### config.mk
export PLATFORM = sky130hd
export DESIGN_NAME = multicycle_control
export DESIGN_NICKNAME = d
export VERILOG_FILES = /design/src/rtl/multicycle_control.sv
export SDC_FILE = /design/constraint.sdc
export NUM_CORES = 1
export LEC_CHECK = 0
export CAP_MARGIN = 5
export CORE_ASPECT_RATIO = 1.5
export CORE_MARGIN = 4
export CORE_UTILIZATION = 40
export CTS_CLUSTER_DIAMETER = 150
export DETAILED_ROUTE_END_ITERATION = 10
export GPL_TIMING_DRIVEN = 0
export PLACE_DENSITY = 0.72
export RECOVER_POWER = 50
export SETUP_SLACK_MARGIN = 0.4
export SLEW_MARGIN = 20
export SYNTH_ARGS = -nofsm -noshare
export SYNTH_HDL_FRONTEND = slang
export SYNTH_SLANG_ARGS = --single-unit
### constraint.sdc
create_clock -name clk -period 2.2 [get_ports clk]
set_input_delay 0.44 -clock clk [delete_from_list [all_inputs] [get_ports clk]]
set_output_delay 0.44 -clock clk [all_outputs]
set_load 0.02 [all_outputs]
### src/rtl/multicycle_control.sv
// rtl/multicycle_control.sv - multi-cycle RV64-subset control sequencer (R, ld, sd, beq)
// Optional illegal-opcode trap: define MULTICYCLE_CONTROL_ILLEGAL_TRAP_EN.
module multicycle_control #(
    parameter logic [6:0] OPC_R   = 7'b0110011,
    parameter logic [6:0] OPC_LD  = 7'b0000011,
    parameter logic [6:0] OPC_SD  = 7'b0100011,
    parameter logic [6:0] OPC_BEQ = 7'b1100011
) (
    input  logic       clk,
    input  logic       rst_n,
    input  logic [6:0] opcode,
    input  logic       zero,
    input  logic       mem_ready,
    output logic       pc_write,
    output logic       ir_write,
    output logic       mem_read,
    output logic       mem_write,
    output logic       iord,
    output logic       mem_to_reg,
    output logic       reg_write,
    output logic       alu_src_a,
    output logic [1:0] alu_src_b,
    output logic [1:0] aluop,
    output logic       pc_source,
    output logic       retire,
    output logic [3:0] state
`ifdef MULTICYCLE_CONTROL_ILLEGAL_TRAP_EN
    ,
    output logic       illegal
`endif
);

    typedef enum logic [3:0] {
        S_FETCH   = 4'd0,
        S_DECODE  = 4'd1,
        S_MEMADR  = 4'd2,
        S_MEMRD   = 4'd3,
        S_LDWB    = 4'd4,
        S_MEMWR   = 4'd5,
        S_REXEC   = 4'd6,
        S_REGWB   = 4'd7,
        S_BEQEX   = 4'd8,
        S_ILLEGAL = 4'd9
    } state_t;

    state_t     state_q, state_d;
    logic [6:0] op_q, op_d;

    always_ff @(posedge clk) begin
        if (!rst_n) begin
            state_q <= S_FETCH;
            op_q    <= 7'd0;
        end else begin
            state_q <= state_d;
            op_q    <= op_d;
        end
    end

    assign state = rst_n ? state_q : S_FETCH;

    always_comb begin
        state_d    = S_FETCH;
        op_d       = op_q;
        pc_write   = 1'b0;
        ir_write   = 1'b0;
        mem_read   = 1'b0;
        mem_write  = 1'b0;
        iord       = 1'b0;
        mem_to_reg = 1'b0;
        reg_write  = 1'b0;
        alu_src_a  = 1'b0;
        alu_src_b  = 2'b00;
        aluop      = 2'b00;
        pc_source  = 1'b0;
        retire     = 1'b0;
`ifdef MULTICYCLE_CONTROL_ILLEGAL_TRAP_EN
        illegal    = 1'b0;
`endif
        // Reset masks every enable so an aborted instruction leaves no pulse behind.
        if (rst_n) begin
            case (state_q)
                S_FETCH: begin
                    mem_read  = 1'b1;
                    alu_src_b = 2'b01;
                    ir_write  = mem_ready;
                    pc_write  = mem_ready;
                    state_d   = mem_ready ? S_DECODE : S_FETCH;
                end
                S_DECODE: begin
                    alu_src_b = 2'b10;
                    op_d      = opcode;
                    if (opcode == OPC_LD || opcode == OPC_SD) begin
                        state_d = S_MEMADR;
                    end else if (opcode == OPC_R) begin
                        state_d = S_REXEC;
                    end else if (opcode == OPC_BEQ) begin
                        state_d = S_BEQEX;
                    end else begin
`ifdef MULTICYCLE_CONTROL_ILLEGAL_TRAP_EN
                        state_d = S_ILLEGAL;
`else
                        retire  = 1'b1;
                        state_d = S_FETCH;
`endif
                    end
                end
                S_MEMADR: begin
                    alu_src_a = 1'b1;
                    alu_src_b = 2'b10;
                    state_d   = (op_q == OPC_LD) ? S_MEMRD : S_MEMWR;
                end
                S_MEMRD: begin
                    mem_read = 1'b1;
                    iord     = 1'b1;
                    state_d  = mem_ready ? S_LDWB : S_MEMRD;
                end
                S_LDWB: begin
                    reg_write  = 1'b1;
                    mem_to_reg = 1'b1;
                    retire     = 1'b1;
                end
                S_MEMWR: begin
                    mem_write = 1'b1;
                    iord      = 1'b1;
                    retire    = mem_ready;
                    state_d   = mem_ready ? S_FETCH : S_MEMWR;
                end
                S_REXEC: begin
                    alu_src_a = 1'b1;
                    aluop     = 2'b10;
                    state_d   = S_REGWB;
                end
                S_REGWB: begin
                    reg_write = 1'b1;
                    retire    = 1'b1;
                end
                S_BEQEX: begin
                    alu_src_a = 1'b1;
                    aluop     = 2'b01;
                    pc_source = 1'b1;
                    pc_write  = zero;
                    retire    = 1'b1;
                end
`ifdef MULTICYCLE_CONTROL_ILLEGAL_TRAP_EN
                S_ILLEGAL: begin
                    illegal = 1'b1;
                    state_d = S_ILLEGAL;
                end
`endif
                default: state_d = S_FETCH;
            endcase
        end
    end

endmodule

==> impl_metrics.yaml <==
status:
  status: "complete, no violations"
worst_hold_path:
  hold_path.class: "flip-flop to flip-flop"
detailed_routing:
  via_per_inst: 5.34
  ant_nets: 0
  drt_pass1_iterations: 4
  routed_wl_mm: 2.62
  drc: 0
  dr.first_iter.drc_count: 28
  vias: 940
  wl_per_cell_um: 14.9
placement:
  numPortBuffers: 28
  place.gp.congestion: 0.804
  post-dp-hpwl_mm: 1.68
  dp_cells: 154
  dpl_cell_area_mm2: 0.00115
layout:
  utilization_pct: 74.6
  fin_cells: 176
  fillers: 152
  multi_input_area_um2: 624
  drive_above_1_share_pct: 45.8
  mostFrequentLayoutCells: "nand2_1 (22), buf_4 (19), buf_6 (10)"
  diodes: 0
  final_cell_area_mm2: 0.00142
  nets: 167
  seqCellArea_um2: 229
  final_common_cell: "nand2_1"
  syn2layout_area_growth_pct: 70.8
clocking:
  cts_max_level: 1
  cts_buffers: 3
  cts-root-buf: "clkbuf_4"
  cts_hold_buf: 0
  clock-sinks: 11
  cts_tree: "yes"
  clk_path_buf_depth: 2
  clk_pin_slew_ns: 0.07
  clock_latency_ns: 0.27
sta:
  worst_slew_pin_slew_ns: 1.00
  fin_crit_ns: 1.93
  rsz0062_at_grt: "yes"
  setup_viol: 0
  report.final.hold_viol_count: 0
  fmax_mhz: 517
  finalCritPeriodShare_pct: 87.9
  slew_violations: 0
  max-slew-margin-rel_pct: 32.4
  worst_clock_skew_ns: 0.0114
critical_path:
  cp_cell_sequence: "buf_6 > buf_4 > nand3b_4 > a31oi_1 > o21a_1 > buf_6"
  slowest_stage: "dfxtp_1"
  critical_path_class: "flip-flop to primary output"
  crit_arrival_ns: 1.49
  critPathMaxStageDelay_ns: 0.30
  startpoint_type: "flip-flop"
  required_ns: 1.76
  cp_max_fo: 10
  timing.critical_path.buf_inv: 3
  cp_common_cell: "buf_6"
  crit_family: "buffers and inverters"
  endpoint_kind: "primary output"
logic_synthesis:
  synth_cells: 105
  yosysWarnings: 0
  avgSynthCellArea_um2: 7.91
  synth_ff_type: "dfxtp_1"
  syn_nets: 116
  ys_types: 39
  synth-edff-count: 0
  synth_area_um2: 831
  ys_seq_elements: 11
  yosysSeqAreaShare_pct: 26.5
  async_flop_share_pct: 0
grt:
  track_usage_pct: 18.6
  grt_pass1_vias: 920
  globalRouteOverflowTotal: 0
  grt_start_max_net_pins: 11
  grt_pass1_wl_mm: 4.07
  antenna_found_initial: 0
die:
  core_mm2: 0.00190
  initial_utilization_pct: 43.7
  die-area_mm2: 0.00289
  ioPinCount: 29
  rows: 19
  die_w_um: 45.2
  die_y_um: 63.8
power_and_ir_drop:
  leakage_nw: 0.595
  vdd_drop_max_uv: 298
  power_uw: 459
  power.density_mw_per_mm2: 324
flow_run:
  drv_cap: 0
## kinds of logic (layout without fill, tap and decap cells)
group,count (synthesis),count (layout),share of synthesized area (%)
AND/OR/NAND/NOR,57,57,42.0
XOR/XNOR,3,3,3.16
AO/OA/AOI/OAI,21,21,17.6
multiplexers,1,1,1.36
buffers and inverters,12,62,9.34
flip-flops,11,11,26.5
## state kept, by name, indices dropped and copies added (netlist names)
register / cells
op_q: 7
state_q: 4
## layout make-up
type	instances	area share, %
multi-input combinational	82	44.0
timing repair buffer	46	27.8
sequential	11	16.1
buffer	8	7.32
clock buffer	4	1.85
tap	21	1.85
inverter	4	1.06
## per-layer routing
layer	vias up	wire length (um)	GRT usage, %
met2	40	1460	32.8
met5	-	0	0
met1	432	1010	20.1
li1	466	-	-
met3	2	134	2.25
met4	0	14	10.6
## repair_timing
| action | in CTS | in global routing |
|---|---|---|
| gates resized for setup | 103 | 33 |
| setup buffers | 11 | 5 |
| pin swaps | 8 | 9 |
| setup endpoints to repair | 18 | 16 |
| cloned | 2 | 0 |
## synthesized netlist by cell type (all sizes together) (2+ instances only)
master	count	area, um^2
buf	7	58.8
nor2	6	25.0
a31oi	2	12.5
nand2	25	96.4
o22ai	2	12.5
o21ai	2	10.0
nor4	4	37.5
a21boi	7	52.6
nor3	4	20.0
o21a	2	15.0
nor4b	3	41.3
xnor2	2	17.5
nor3b	2	20.0
nand2b	2	20.0
a21oi	2	10.0
dfxtp	11	220
nor2b	2	12.5
inv	4	15.0
and2	3	18.8
nand3	2	10.0
## worst reg2reg max path: stages, from the launching register on
cell	delay, ns
dfxtp_1	0.30
buf_6	0.12
buf_4	0.14
clkbuf_4	0.13
nor4b_1	0.81
nand2_1	0.12
a21boi_0	0.18
## power by group
group / internal [mW] / switching [mW]
registers: 0.204 / 0.00350
clock network: 0.0700 / 0.0651
logic: 0.0577 / 0.0589
total: 0.332 / 0.128
## final timing paths
kind	depth (start not counted)	slack [ns]	start	endpoint
min reg2reg	2	0.46	op_q[1]	op_q[1]
min	2	0.46	op_q[1]	op_q[1]
max reg2reg	6	0.31	state_q[1]	op_q[0]
max	6	0.27	state_q[1]	retire
## per-stage QoR
| stage | worst slack (ns) | setup TNS (ns) | hold WS, ns |
|---|---|---|---|
| finish | 0.267 | 0 | 0.464 |
| global route | 0.0949 | 0 | 0.497 |
| floorplan | 0.360 | 0 | 0.439 |
| global placement | -0.540 | -6.17 | 0.450 |
| CTS | 0.277 | 0 | 0.465 |
| detailed placement | -0.586 | -6.48 | 0.456 |
Note: power is estimated with default switching activity, not from simulation.
